<file path="src/rtl/jtag_dma_pkg.sv">
// Shared encodings for the JTAG-to-DMA command arbiter: op codes, FSM states
// and the layout of the status byte.
package jtag_dma_pkg;

  typedef enum logic [1:0] {
    OP_READ   = 2'b00,
    OP_WRITE  = 2'b01,
    OP_SWITCH = 2'b10,
    OP_RSVD   = 2'b11
  } op_e;

  typedef enum logic [2:0] {
    ST_IDLE      = 3'd0,
    ST_LAUNCH    = 3'd1,
    ST_WAIT_DONE = 3'd2,
    ST_RESPOND   = 3'd3
  } state_e;

  localparam int unsigned STATUS_STATE_LSB   = 0;
  localparam int unsigned STATUS_STATE_W     = 3;
  localparam int unsigned STATUS_TIMEOUT_BIT = 3;
  localparam int unsigned STATUS_GRANT_LSB   = 4;
  localparam int unsigned STATUS_GRANT_W     = 4;

  function automatic logic [7:0] pack_status(input state_e st, input logic timeout,
                                             input logic [3:0] grant);
    logic [7:0] s;
    s = 8'h00;
    s[STATUS_STATE_LSB +: STATUS_STATE_W] = st;
    s[STATUS_TIMEOUT_BIT]                 = timeout;
    s[STATUS_GRANT_LSB +: STATUS_GRANT_W] = grant;
    return s;
  endfunction

endpackage

</file>
<file path="src/rtl/jtag_dma_arbiter_rr.sv">
// Round-robin arbiter: the search starts one past the last granted index and
// the last-grant register only moves when the caller strobes update_i.
module rr_arbiter
  import jtag_dma_pkg::*;
#(
  parameter int unsigned N     = 2,
  parameter int unsigned IDX_W = (N > 1) ? $clog2(N) : 1
) (
  input  logic             clk_i,
  input  logic             rst_i,
  input  logic [N-1:0]     req_i,
  input  logic             update_i,
  output logic [N-1:0]     grant_o,
  output logic [IDX_W-1:0] grant_idx_o,
  output logic             valid_o,
  output logic [IDX_W-1:0] last_idx_o
);

  logic [IDX_W-1:0] last_q;

  // Rotating priority search over the request vector.
  always_comb begin
    int   cand_s;
    logic found_s;
    cand_s      = 0;
    found_s     = 1'b0;
    grant_idx_o = last_q;
    for (int k = 1; k <= int'(N); k++) begin
      cand_s = int'(last_q) + k;
      if (cand_s >= int'(N)) begin
        cand_s = cand_s - int'(N);
      end else begin
        cand_s = cand_s;
      end
      if (!found_s && req_i[cand_s]) begin
        found_s     = 1'b1;
        grant_idx_o = IDX_W'(cand_s);
      end else begin
        found_s = found_s;
      end
    end
    valid_o = found_s;
    grant_o = '0;
    if (found_s) begin
      grant_o[grant_idx_o] = 1'b1;
    end else begin
      grant_o = '0;
    end
  end

  // Last-grant register; resets to N-1 so index 0 wins first.
  always_ff @(posedge clk_i) begin
    if (rst_i) begin
      last_q <= IDX_W'(N - 1);
    end else if (update_i) begin
      last_q <= grant_idx_o;
    end else begin
      last_q <= last_q;
    end
  end

  assign last_idx_o = last_q;

endmodule

</file>
<file path="src/rtl/jtag_dma_arbiter.sv">
// Serialises per-chain JTAG commands onto the single DMA launch interface with
// round-robin grant, per-channel done/error pulses and a completion timeout.
module jtag_dma_arbiter
  import jtag_dma_pkg::*;
#(
  parameter int unsigned N_CH           = 2,
  parameter int unsigned ADDR_W         = 32,
  parameter int unsigned BURST_W        = 8,
  parameter int unsigned TIMEOUT_CYCLES = 4096
) (
  input  logic                  system_clk_i,
  input  logic                  system_reset_i,
  input  logic [N_CH-1:0]       cmd_valid_i,
  output logic [N_CH-1:0]       cmd_ready_o,
  input  logic [2*N_CH-1:0]     cmd_op_i,
  input  logic [ADDR_W*N_CH-1:0]  cmd_address_i,
  input  logic [BURST_W*N_CH-1:0] cmd_burst_size_i,
  input  logic [4*N_CH-1:0]     cmd_byte_enable_i,
  input  logic [8*N_CH-1:0]     cmd_block_size_i,
  output logic [N_CH-1:0]       rsp_done_o,
  output logic [N_CH-1:0]       rsp_error_o,
  output logic [7:0]            rsp_block_size_o,
  output logic [ADDR_W-1:0]     dma_address_o,
  output logic [BURST_W-1:0]    dma_burst_size_out_o,
  output logic [3:0]            dma_byte_enable_o,
  output logic [7:0]            dma_block_size_out_o,
  output logic                  dma_launch_read_o,
  output logic                  dma_launch_write_o,
  output logic                  dma_launch_simple_switch_o,
  input  logic                  dma_busy_i,
  input  logic                  dma_operation_done_i,
  input  logic [7:0]            dma_block_size_in_i,
  output logic [7:0]            status_out_o
);

  localparam int unsigned IDX_W = (N_CH > 1) ? $clog2(N_CH) : 1;
  localparam int unsigned CNT_W = $clog2(TIMEOUT_CYCLES + 1);

  state_e           state_q, state_d;
  logic [CNT_W-1:0] cnt_q, cnt_d;
  logic [IDX_W-1:0] ch_q, ch_d;
  logic             sticky_q, sticky_d;
  logic [ADDR_W-1:0]  addr_q, addr_d;
  logic [BURST_W-1:0] burst_q, burst_d;
  logic [3:0]       be_q, be_d;
  logic [7:0]       bs_q, bs_d;
  logic             rd_q, rd_d, wr_q, wr_d, sw_q, sw_d;
  logic [N_CH-1:0]  done_q, done_d, err_q, err_d;
  logic [7:0]       rbs_q, rbs_d;

  logic [N_CH-1:0]  grant_s;
  logic [IDX_W-1:0] grant_idx_s, last_idx_s;
  logic             grant_any_s, arb_open_s, handshake_s;
  op_e              sel_op_s;
  logic [ADDR_W-1:0]  sel_addr_s;
  logic [BURST_W-1:0] sel_burst_s;
  logic [3:0]       sel_be_s;
  logic [7:0]       sel_bs_s;

  function automatic logic [N_CH-1:0] ch_onehot(input logic [IDX_W-1:0] idx);
    logic [N_CH-1:0] oh;
    oh      = '0;
    oh[idx] = 1'b1;
    return oh;
  endfunction

  rr_arbiter #(.N(N_CH), .IDX_W(IDX_W)) u_rr (
    .clk_i      (system_clk_i),
    .rst_i      (system_reset_i),
    .req_i      (cmd_valid_i),
    .update_i   (handshake_s),
    .grant_o    (grant_s),
    .grant_idx_o(grant_idx_s),
    .valid_o    (grant_any_s),
    .last_idx_o (last_idx_s)
  );

  // Ready is offered only in IDLE with the DMA free and reset released.
  assign arb_open_s  = (state_q == ST_IDLE) && !dma_busy_i && !system_reset_i;
  assign handshake_s = arb_open_s && grant_any_s;
  assign cmd_ready_o = arb_open_s ? grant_s : '0;

  // Mux out the winning channel's command fields.
  always_comb begin
    sel_op_s    = op_e'(cmd_op_i[2*int'(grant_idx_s) +: 2]);
    sel_addr_s  = cmd_address_i[ADDR_W*int'(grant_idx_s) +: ADDR_W];
    sel_burst_s = cmd_burst_size_i[BURST_W*int'(grant_idx_s) +: BURST_W];
    sel_be_s    = cmd_byte_enable_i[4*int'(grant_idx_s) +: 4];
    sel_bs_s    = cmd_block_size_i[8*int'(grant_idx_s) +: 8];
  end

  // Next-state and registered-output logic of the command FSM.
  always_comb begin
    state_d  = state_q;
    cnt_d    = cnt_q;
    ch_d     = ch_q;
    sticky_d = sticky_q;
    addr_d   = addr_q;
    burst_d  = burst_q;
    be_d     = be_q;
    bs_d     = bs_q;
    rbs_d    = rbs_q;
    rd_d     = 1'b0;
    wr_d     = 1'b0;
    sw_d     = 1'b0;
    done_d   = '0;
    err_d    = '0;
    case (state_q)
      ST_IDLE: begin
        if (handshake_s) begin
          ch_d = grant_idx_s;
          if (sel_op_s == OP_RSVD) begin
            state_d = ST_RESPOND;
            err_d   = ch_onehot(grant_idx_s);
          end else begin
            state_d = ST_LAUNCH;
            addr_d  = sel_addr_s;
            burst_d = sel_burst_s;
            be_d    = sel_be_s;
            bs_d    = sel_bs_s;
            case (sel_op_s)
              OP_READ:   rd_d = 1'b1;
              OP_WRITE:  wr_d = 1'b1;
              OP_SWITCH: sw_d = 1'b1;
              default:   rd_d = 1'b0;
            endcase
          end
        end else begin
          state_d = ST_IDLE;
        end
      end
      ST_LAUNCH: begin
        state_d = ST_WAIT_DONE;
        cnt_d   = '0;
      end
      ST_WAIT_DONE: begin
        // A done arriving on the timeout cycle still completes normally.
        if (dma_operation_done_i) begin
          rbs_d   = dma_block_size_in_i;
          done_d  = ch_onehot(ch_q);
          state_d = ST_RESPOND;
        end else if (cnt_q == CNT_W'(TIMEOUT_CYCLES)) begin
          sticky_d = 1'b1;
          err_d    = ch_onehot(ch_q);
          state_d  = ST_RESPOND;
        end else begin
          cnt_d = cnt_q + CNT_W'(1);
        end
      end
      ST_RESPOND: begin
        state_d = ST_IDLE;
      end
      default: begin
        state_d = ST_IDLE;
      end
    endcase
  end

  // State and output registers; reset drops any in-flight command silently.
  always_ff @(posedge system_clk_i) begin
    if (system_reset_i) begin
      state_q  <= ST_IDLE;
      cnt_q    <= '0;
      ch_q     <= '0;
      sticky_q <= 1'b0;
      addr_q   <= '0;
      burst_q  <= '0;
      be_q     <= 4'h0;
      bs_q     <= 8'h00;
      rbs_q    <= 8'h00;
      rd_q     <= 1'b0;
      wr_q     <= 1'b0;
      sw_q     <= 1'b0;
      done_q   <= '0;
      err_q    <= '0;
    end else begin
      state_q  <= state_d;
      cnt_q    <= cnt_d;
      ch_q     <= ch_d;
      sticky_q <= sticky_d;
      addr_q   <= addr_d;
      burst_q  <= burst_d;
      be_q     <= be_d;
      bs_q     <= bs_d;
      rbs_q    <= rbs_d;
      rd_q     <= rd_d;
      wr_q     <= wr_d;
      sw_q     <= sw_d;
      done_q   <= done_d;
      err_q    <= err_d;
    end
  end

  assign rsp_done_o                 = done_q;
  assign rsp_error_o                = err_q;
  assign rsp_block_size_o           = rbs_q;
  assign dma_address_o              = addr_q;
  assign dma_burst_size_out_o       = burst_q;
  assign dma_byte_enable_o          = be_q;
  assign dma_block_size_out_o       = bs_q;
  assign dma_launch_read_o          = rd_q;
  assign dma_launch_write_o         = wr_q;
  assign dma_launch_simple_switch_o = sw_q;
  assign status_out_o               = pack_status(state_q, sticky_q, 4'(last_idx_s));

endmodule

</file>
<file path="config.mk">
export PLATFORM = sky130hd
export DESIGN_NAME = jtag_dma_arbiter
export DESIGN_NICKNAME = d
export VERILOG_FILES = /design/src/rtl/jtag_dma_pkg.sv /design/src/rtl/jtag_dma_arbiter_rr.sv /design/src/rtl/jtag_dma_arbiter.sv
export SDC_FILE = /design/constraint.sdc
export NUM_CORES = 1
export LEC_CHECK = 0
export ABC_AREA = 1
export BUFFER_PORTS_ARGS = -buffer_cell sky130_fd_sc_hd__buf_4
export CAP_MARGIN = 20
export CELL_PAD_IN_SITES_DETAIL_PLACEMENT = 0
export CELL_PAD_IN_SITES_GLOBAL_PLACEMENT = 1
export CORE_ASPECT_RATIO = 0.5
export CORE_MARGIN = 2
export CORE_UTILIZATION = 28
export CTS_CLUSTER_SIZE = 12
export DETAILED_ROUTE_END_ITERATION = 7
export MAX_ROUTING_LAYER = met4
export PLACE_DENSITY = 0.84
export SYNTH_ARGS = -nofsm -noshare
export SYNTH_HDL_FRONTEND = slang
export SYNTH_HIERARCHICAL = 1
export SYNTH_SLANG_ARGS = --single-unit
</file>
<file path="constraint.sdc">
create_clock -name system_clk_i -period 1.6 [get_ports system_clk_i]
set_clock_uncertainty 0.1 [all_clocks]
set_input_delay 0.32 -clock system_clk_i [delete_from_list [all_inputs] [get_ports system_clk_i]]
set_output_delay 0.32 -clock system_clk_i [all_outputs]
set_load 0.005 [all_outputs]
</file>
==> reports/qor.txt, run 1 <==
Number of flops mapped to enable cells by yosys: 0
Layout cells sized above 1: 0.379
Syn_area_per_cell: 6.33 µm²
Met2 Track Usage GR: 0.287
Reg2reg end: dma_block_size_out_o[4]$_SDFFE_PP0P_
Startpoint types: flip-flop
Detailed placer's ending HPWL: 9700 µm
RSZ-0062 raised after global routing: true
R2R Path Start: u_rr/last_idx_o$_SDFFE_PP1P_
Root buffer cell: clkbuf_16
Seq/Total Area, Yosys: 0.408
P&R area growth vs syn: 62.8%
Global routing usage on met1: 0.184
Fin cells: 1077
Netlist cell types: 29
Share of power burned in registers: 0.343
Clock slew at reported path FFs: 0.06 ns
HP Start: dma_block_size_in_i[3]
PortBufs: 194
Clock buffer count from CTS: 9
Post-Syn Area: 0.00417 mm²
Reg2reg path depth: 12
Initial Utilization: 0.288
Top-area cell type share of the netlist area: 0.408
Largest net degree at the start of global routing: 70
WL/cell: 12.1 µm
Site row count: 31
Vias in the first global route: 4262
Worst Path Class, Setup: flip-flop to output pin
Status: finished, violations left
Die X-Extent: 177 µm
TritonCTS clock tree: done
Register area: 0.00171 mm²
Worst hold path class: input pin to flip-flop
Die Y-Extent: 90.3 µm
Overflow after GRT: 0
Worst EP arrival: 1.19 ns
Core footprint: 0.0145 mm²
Routability cong.: 0.831
Cell taking the most area after synthesis: dfxtp_1
First-pass GRT wire length: 20300 µm
Asr flop ratio synth: 0
PwrDens: 1090 mW/mm²
Max Cap Viol: 0
Yosys reg bits: 85
Total negative slack: -0.0101 ns
DIE AREA: 0.0160 mm²
Syn Inst Count: 659
Drt first pass iters: 4
Worst Path Max Fanout: 3
Initial antenna violation count: 0
Io pins: 199
Hold Violations, Final: 0
Hold EP: rsp_block_size_o[3]$_SDFFE_PP0P_
Nets: 1003
# setup viols final: 1
CTS max path bufs: 2
Ranking of synthesized cells by area: dfxtp_1 41%, nand2_1 20%, nor2_1 14%
Pins Over Slew Limit: 0
Register-to-register setup slack: 0.02 ns
N_diodes: 0
Clk sinks: 85
Final Critical Period: 1.61 ns
DRC violations left: 0
Main synth FF type: dfxtp_1
Final Routed Wirelength: 13000 µm
Utilization after layout: 0.468
Vias after detailed routing: 4660
Yosys warns: 6
Crit end category: output pin
Setup slack at placement: -0.128 ns
Placed cell count: 1056
H-tree Lvls: 3
Hold path depth: 3
NetSw: 2250 µW
Peak supply drop: 0.000620 V
Static leakage: 0.00330 µW
Clock power share: 0.302
Gate power share: 0.355
Detail Route Antenna Nets: 0
Via/cell ratio: 4.33
Sw frac: 0.303
M3 GR Usage: 0.0345
Fmax: 621 MHz
Pint: 5170 µW
Tcrit/Tclk final: 1.01
Area of the multi-input gates: 0.00238 mm²
Layout filler cell count: 1550
Final worst slack: -0.0101 ns
GRT Max-Usage Layer: met2
Design Power: 7430 µW
Hold Buf Count CTS: 0
Failing checks: negative setup slack
Total track usage: 0.161
Clock Latency Late Sink: 0.33 ns
WP data required: 1.18 ns
Drt first-iter violations: 163
-- registers in the layout, summed over array words and instances (netlist names) --
signal and cells:
dma_launch_simple_switch_o 1, sticky_q 1, rsp_block_size_o 8, rsp_error_o 2, dma_burst_size_out_o 8, dma_launch_read_o 1
dma_launch_write_o 1, ch_q 1, u_rr/last_idx_o 1, cnt_q 13, rsp_done_o 2, state_q 2
dma_block_size_out_o 8, dma_address_o 32, dma_byte_enable_o 4
-- how the worst max path moves through the flow --
stage	slack (ns)	startpoint	cells after the start	to
after floorplan	0.03	state_q[0]$_SDFFE_PP0P_	9	cnt_q[9]$_SDFFE_PP0P_
after global placement	-0.10	cmd_valid_i[0]	12	dma_address_o[13]$_SDFFE_PP0P_
after global routing	-0.08	u_rr/last_idx_o$_SDFFE_PP1P_	12	dma_byte_enable_o[2]$_SDFFE_PP0P_
after detailed placement	-0.13	cmd_valid_i[0]	12	dma_address_o[26]$_SDFFE_PP0P_
final	-0.01	state_q[1]$_SDFFE_PP0P_	5	cmd_ready_o[0]
after CTS	-0.03	state_q[1]$_SDFFE_PP0P_	5	cmd_ready_o[0]
-- Yosys cell counts, types with 2 or more instances --
cell type / n
clkbuf_2: 5
buf_6: 6
nor3_1: 3
buf_4: 7
nor2_1: 155
nand3_1: 14
dfxtp_1: 85
nand2_2: 2
o21ai_0: 70
clkbuf_1: 19
ha_1: 6
inv_2: 5
nand2_1: 222
inv_1: 31
a21oi_1: 15
-- critical path, cell delays in order (launching register included) --
cell	delay (ns)
dfxtp_2	0.33
inv_2	0.07
ha_4	0.14
nand3b_4	0.10
nor2_2	0.12
buf_4	0.11
-- layout make-up --
type / instances / share of cell area
sequential: 85 / 0.252
timing repair buffer: 240 / 0.291
multi-input combinational: 502 / 0.350
clock buffer: 12 / 0.0378
inverter: 37 / 0.0223
tap: 198 / 0.0365
clock inverter: 3 / 0.0101
-- stage by stage --
| stage | hold WS, ns | area [µm²] |
|---|---|---|
| floorplan | 0.319 | 4190 |
| global placement | 0.353 | 6070 |
| detailed placement | 0.364 | 6070 |
| CTS | 0.122 | 6450 |
| global route | 0.131 | 6790 |
| finish | 0.140 | 6790 |
-- per-layer routing --
layer | wire length, µm | vias up
li1 | - | 2467
met1 | 5490 | 2089
met2 | 6880 | 92
met3 | 499 | 12
met4 | 173 | 0
met5 | 0 | -
-- kinds of logic (layout without fill, tap and decap cells) --
| logic type | Yosys count | after routing | synth area share |
|---|---|---|---|
| flip-flops | 85 | 85 | 0.408 |
| XOR/XNOR | 1 | 1 | 0.00210 |
| buffers and inverters | 75 | 292 | 0.0870 |
| AO/OA/AOI/OAI | 88 | 88 | 0.107 |
| other | 1 | 4 | 0.000899 |
| AND/OR/NAND/NOR | 403 | 403 | 0.377 |
| adder cells (fa/ha/maj) | 6 | 6 | 0.0180 |
-- power by group through the flow --
stage / combinational (µW) / sequential, µW / clock [µW]
finish: 2640 / 2550 / 2240
global route: 2930 / 2570 / 2410
detailed placement: 2310 / 2560 / 0
CTS: 2400 / 2520 / 2320
floorplan: 1090 / 2570 / 0
global placement: 2280 / 2560 / 0
-- placed cells by master (no fill, tap or decap), types with 2 or more instances in the layout --
cell,instances
nor2_1,119
inv_2,8
buf_4,224
a21oi_1,12
nor3_1,3
ha_4,3
clkbuf_8,2
nand3_1,11
buf_6,4
nand2_2,6
o21ai_2,3
nand3_2,3
nand2_4,3
a21oi_2,3
dfxtp_2,3
dfxtp_1,81
buf_12,8
o21ai_1,30
ha_1,2
inv_4,2
bufinv_16,2
conb_1,4
nand2_1,215
inv_1,26
nor2_4,6
nor2_2,32
clkbuf_16,12
o21ai_4,2
o21ai_0,37
-- repair_timing --
action / 4_1_cts / 5_1_grt
pin swaps: 6 / 6
gates resized for setup: 18 / 104
buffers inserted: 2 / 1
cloned: 0 / 4
endpoints found under the hold margin: 0 / 0
setup endpoints to repair: 61 / 80
(Power assumes the default switching activity.)
==> run 2: changes to the inputs <==
--- a/config.mk
+++ b/config.mk
@@ -5,14 +5,14 @@
 export SDC_FILE = /design/constraint.sdc
 export NUM_CORES = 1
 export LEC_CHECK = 0
-export ABC_AREA = 1
+export ABC_AREA = 0
 export BUFFER_PORTS_ARGS = -buffer_cell sky130_fd_sc_hd__buf_4
 export CAP_MARGIN = 20
 export CELL_PAD_IN_SITES_DETAIL_PLACEMENT = 0
 export CELL_PAD_IN_SITES_GLOBAL_PLACEMENT = 1
 export CORE_ASPECT_RATIO = 0.5
 export CORE_MARGIN = 2
-export CORE_UTILIZATION = 28
+export CORE_UTILIZATION = 30
 export CTS_CLUSTER_SIZE = 12
 export DETAILED_ROUTE_END_ITERATION = 7
 export MAX_ROUTING_LAYER = met4
==> reports/qor.txt, run 2 <==
Hold WS: 0.133 ns
Clock slew at reported path FFs: 0.06 ns
Pint: 5600 µW
Sw frac: 0.309
Largest net degree at the start of global routing: 38
NetSw: 2500 µW
Hold EP: rsp_block_size_o[4]$_SDFFE_PP0P_
RSZ-0062 raised after global routing: true
Final Critical Period: 1.79 ns
Vias in the first global route: 4296
Top post-synthesis cells by count: 85 x dfxtp_1, 71 x nor2_1, 53 x mux2i_1
Post-Syn Area: 0.00405 mm²
Cell taking the most area after synthesis: dfxtp_1
Register-to-register setup slack: -0.18 ns
Max Cap Viol: 0
Hold path depth: 3
Number of flops mapped to enable cells by yosys: 0
Detailed placer's ending HPWL: 9230 µm
Hold Violations, Final: 0
WL/cell: 15.9 µm
Reg2reg path depth: 9
# setup viols final: 63
Top-area cell type share of the netlist area: 0.420
Worst EP arrival: 1.37 ns
Initial Utilization: 0.313
Startpoint types: flip-flop
HP Start: dma_block_size_in_i[4]
Initial antenna violation count: 0
R2R Path Start: state_q[0]$_SDFFE_PP0P_
Die X-Extent: 168 µm
Share of power burned in registers: 0.312
CTS max path bufs: 2
WP data required: 1.18 ns
Design Power: 8110 µW
TritonCTS clock tree: done
Netlist cell types: 48
Failing checks: negative setup slack
Static leakage: 0.00320 µW
P&R area growth vs syn: 83.7%
Yosys warns: 6
Worst hold path class: input pin to flip-flop
Drt first pass iters: 4
Commonest non-fill, non-tap cell in the layout: buf_4
Root buffer cell: clkbuf_16
Io pins: 199
Nets: 829
PortBufs: 194
Total negative slack: -6.63 ns
Via/cell ratio: 4.93
Detail Route Antenna Nets: 0
Site row count: 29
Commonest non-fill, non-tap cells in the layout: 246 x buf_4, 79 x dfxtp_1, 53 x mux2i_1
Layout cells sized above 1: 0.605
Reg2reg end: dma_address_o[21]$_SDFFE_PP0P_
DRC violations left: 0
Syn Inst Count: 442
Clock power share: 0.283
Clock buffer count from CTS: 9
Tcrit/Tclk final: 1.12
Peak supply drop: 0.000611 V
Final worst slack: -0.189 ns
N_diodes: 0
Core footprint: 0.0129 mm²
DIE AREA: 0.0145 mm²
Asr flop ratio synth: 0
PwrDens: 1090 mW/mm²
Fmax: 559 MHz
Clk sinks: 85
Utilization after layout: 0.576
Die Y-Extent: 86.1 µm
Largest register FFs: 32
Crit end category: output pin
Fin cells: 876
Vias after detailed routing: 4319
Yosys reg bits: 85
Drt first-iter violations: 201
Seq/Total Area, Yosys: 0.420
Hold Buf Count CTS: 0
Pins Over Slew Limit: 0
Placed cell count: 825
Syn_area_per_cell: 9.16 µm²
First-pass GRT wire length: 21000 µm
Most frequent cell after synthesis: dfxtp_1
Worst Path Max Fanout: 3
Overflow after GRT: 0
Routability cong.: 0.783
Main synth FF type: dfxtp_1
Clock Latency Late Sink: 0.33 ns
Worst Path Class, Setup: flip-flop to output pin
Ranking of synthesized cells by area: dfxtp_1 42%, mux2i_1 13%, a211oi_1 7.8%
Final Routed Wirelength: 13900 µm
Status: finished, violations left
Gate power share: 0.405
H-tree Lvls: 3
Total track usage: 0.187
[run 2: power groups by stage]
| stage | combinational [µW] | clock (µW) | sequential (µW) |
|---|---|---|---|
| floorplan | 1320 | 0 | 2580 |
| global placement | 2400 | 0 | 2540 |
| detailed placement | 2440 | 0 | 2550 |
| CTS | 2910 | 2340 | 2520 |
| global route | 3510 | 2430 | 2560 |
| finish | 3280 | 2290 | 2530 |
[run 2: cell type report]
| type | count | area [µm²] |
|---|---|---|
| multi-input cells | 310 | 2710 |
| inverters | 13 | 53.8 |
| clock buffers | 12 | 256 |
| well taps | 170 | 213 |
| fillers | 1125 | 5480 |
| flip-flops and latches | 85 | 1720 |
| repair buffers | 282 | 2420 |
| clock inverters | 4 | 70.1 |
[run 2: kinds of logic after synthesis]
group / synth area share
adder cells (fa/ha/maj): 0.0185
other: 0.000926
multiplexers: 0.131
AO/OA/AOI/OAI: 0.202
buffers and inverters: 0.0674
AND/OR/NAND/NOR: 0.160
flip-flops: 0.420
[run 2: timing repair]
| item | CTS | global route |
|---|---|---|
| pin swaps | 23 | 55 |
| gates resized for setup | 59 | 70 |
| endpoints found under the setup margin | 73 | 74 |
| setup buffers | 20 | 11 |
| gates cloned | 7 | 3 |
[run 2: worst max-delay path by stage]
| stage | from | to | slack [ns] |
|---|---|---|---|
| 2_1_floorplan | state_q[1]$_SDFFE_PP0P_ | dma_address_o[17]$_SDFFE_PP0P_ | -0.15 |
| 3_3_place_gp | cmd_valid_i[0] | dma_address_o[15]$_SDFFE_PP0P_ | -0.13 |
| 3_5_place_dp | u_rr/last_idx_o$_SDFFE_PP1P_ | dma_block_size_out_o[4]$_SDFFE_PP0P_ | -0.19 |
| 4_1_cts | u_rr/last_idx_o$_SDFFE_PP1P_ | dma_block_size_out_o[6]$_SDFFE_PP0P_ | -0.13 |
| 5_1_grt | state_q[1]$_SDFFE_PP0P_ | dma_block_size_out_o[0]$_SDFFE_PP0P_ | -0.25 |
| 6_report | state_q[0]$_SDFFE_PP0P_ | cmd_ready_o[0] | -0.19 |
[run 2: per-layer routing]
layer  wire length, µm  part of all wire  GRT usage  up-vias
met5                 0                 0          -        -
met4               328             0.024     0.0674        0
met3               538             0.039     0.0369       26
met2              7310              0.53      0.346       89
met1              5720              0.41      0.201     2082
li1                  -                 -          -     2122
[run 2: metrics by stage]
step	setup WS (ns)	instance area, µm²
2_1_floorplan	-0.148	4350
6_report	-0.189	7440
3_3_place_gp	-0.132	6220
3_5_place_dp	-0.188	6220
5_1_grt	-0.248	7440
4_1_cts	-0.127	7120
[run 2: critical path, cell delays in order (launching register included)]
cell,delay [ns]
dfxtp_2,0.35
inv_4,0.05
ha_4,0.15
buf_4,0.13
buf_6,0.11
and3_4,0.13
buf_4,0.13
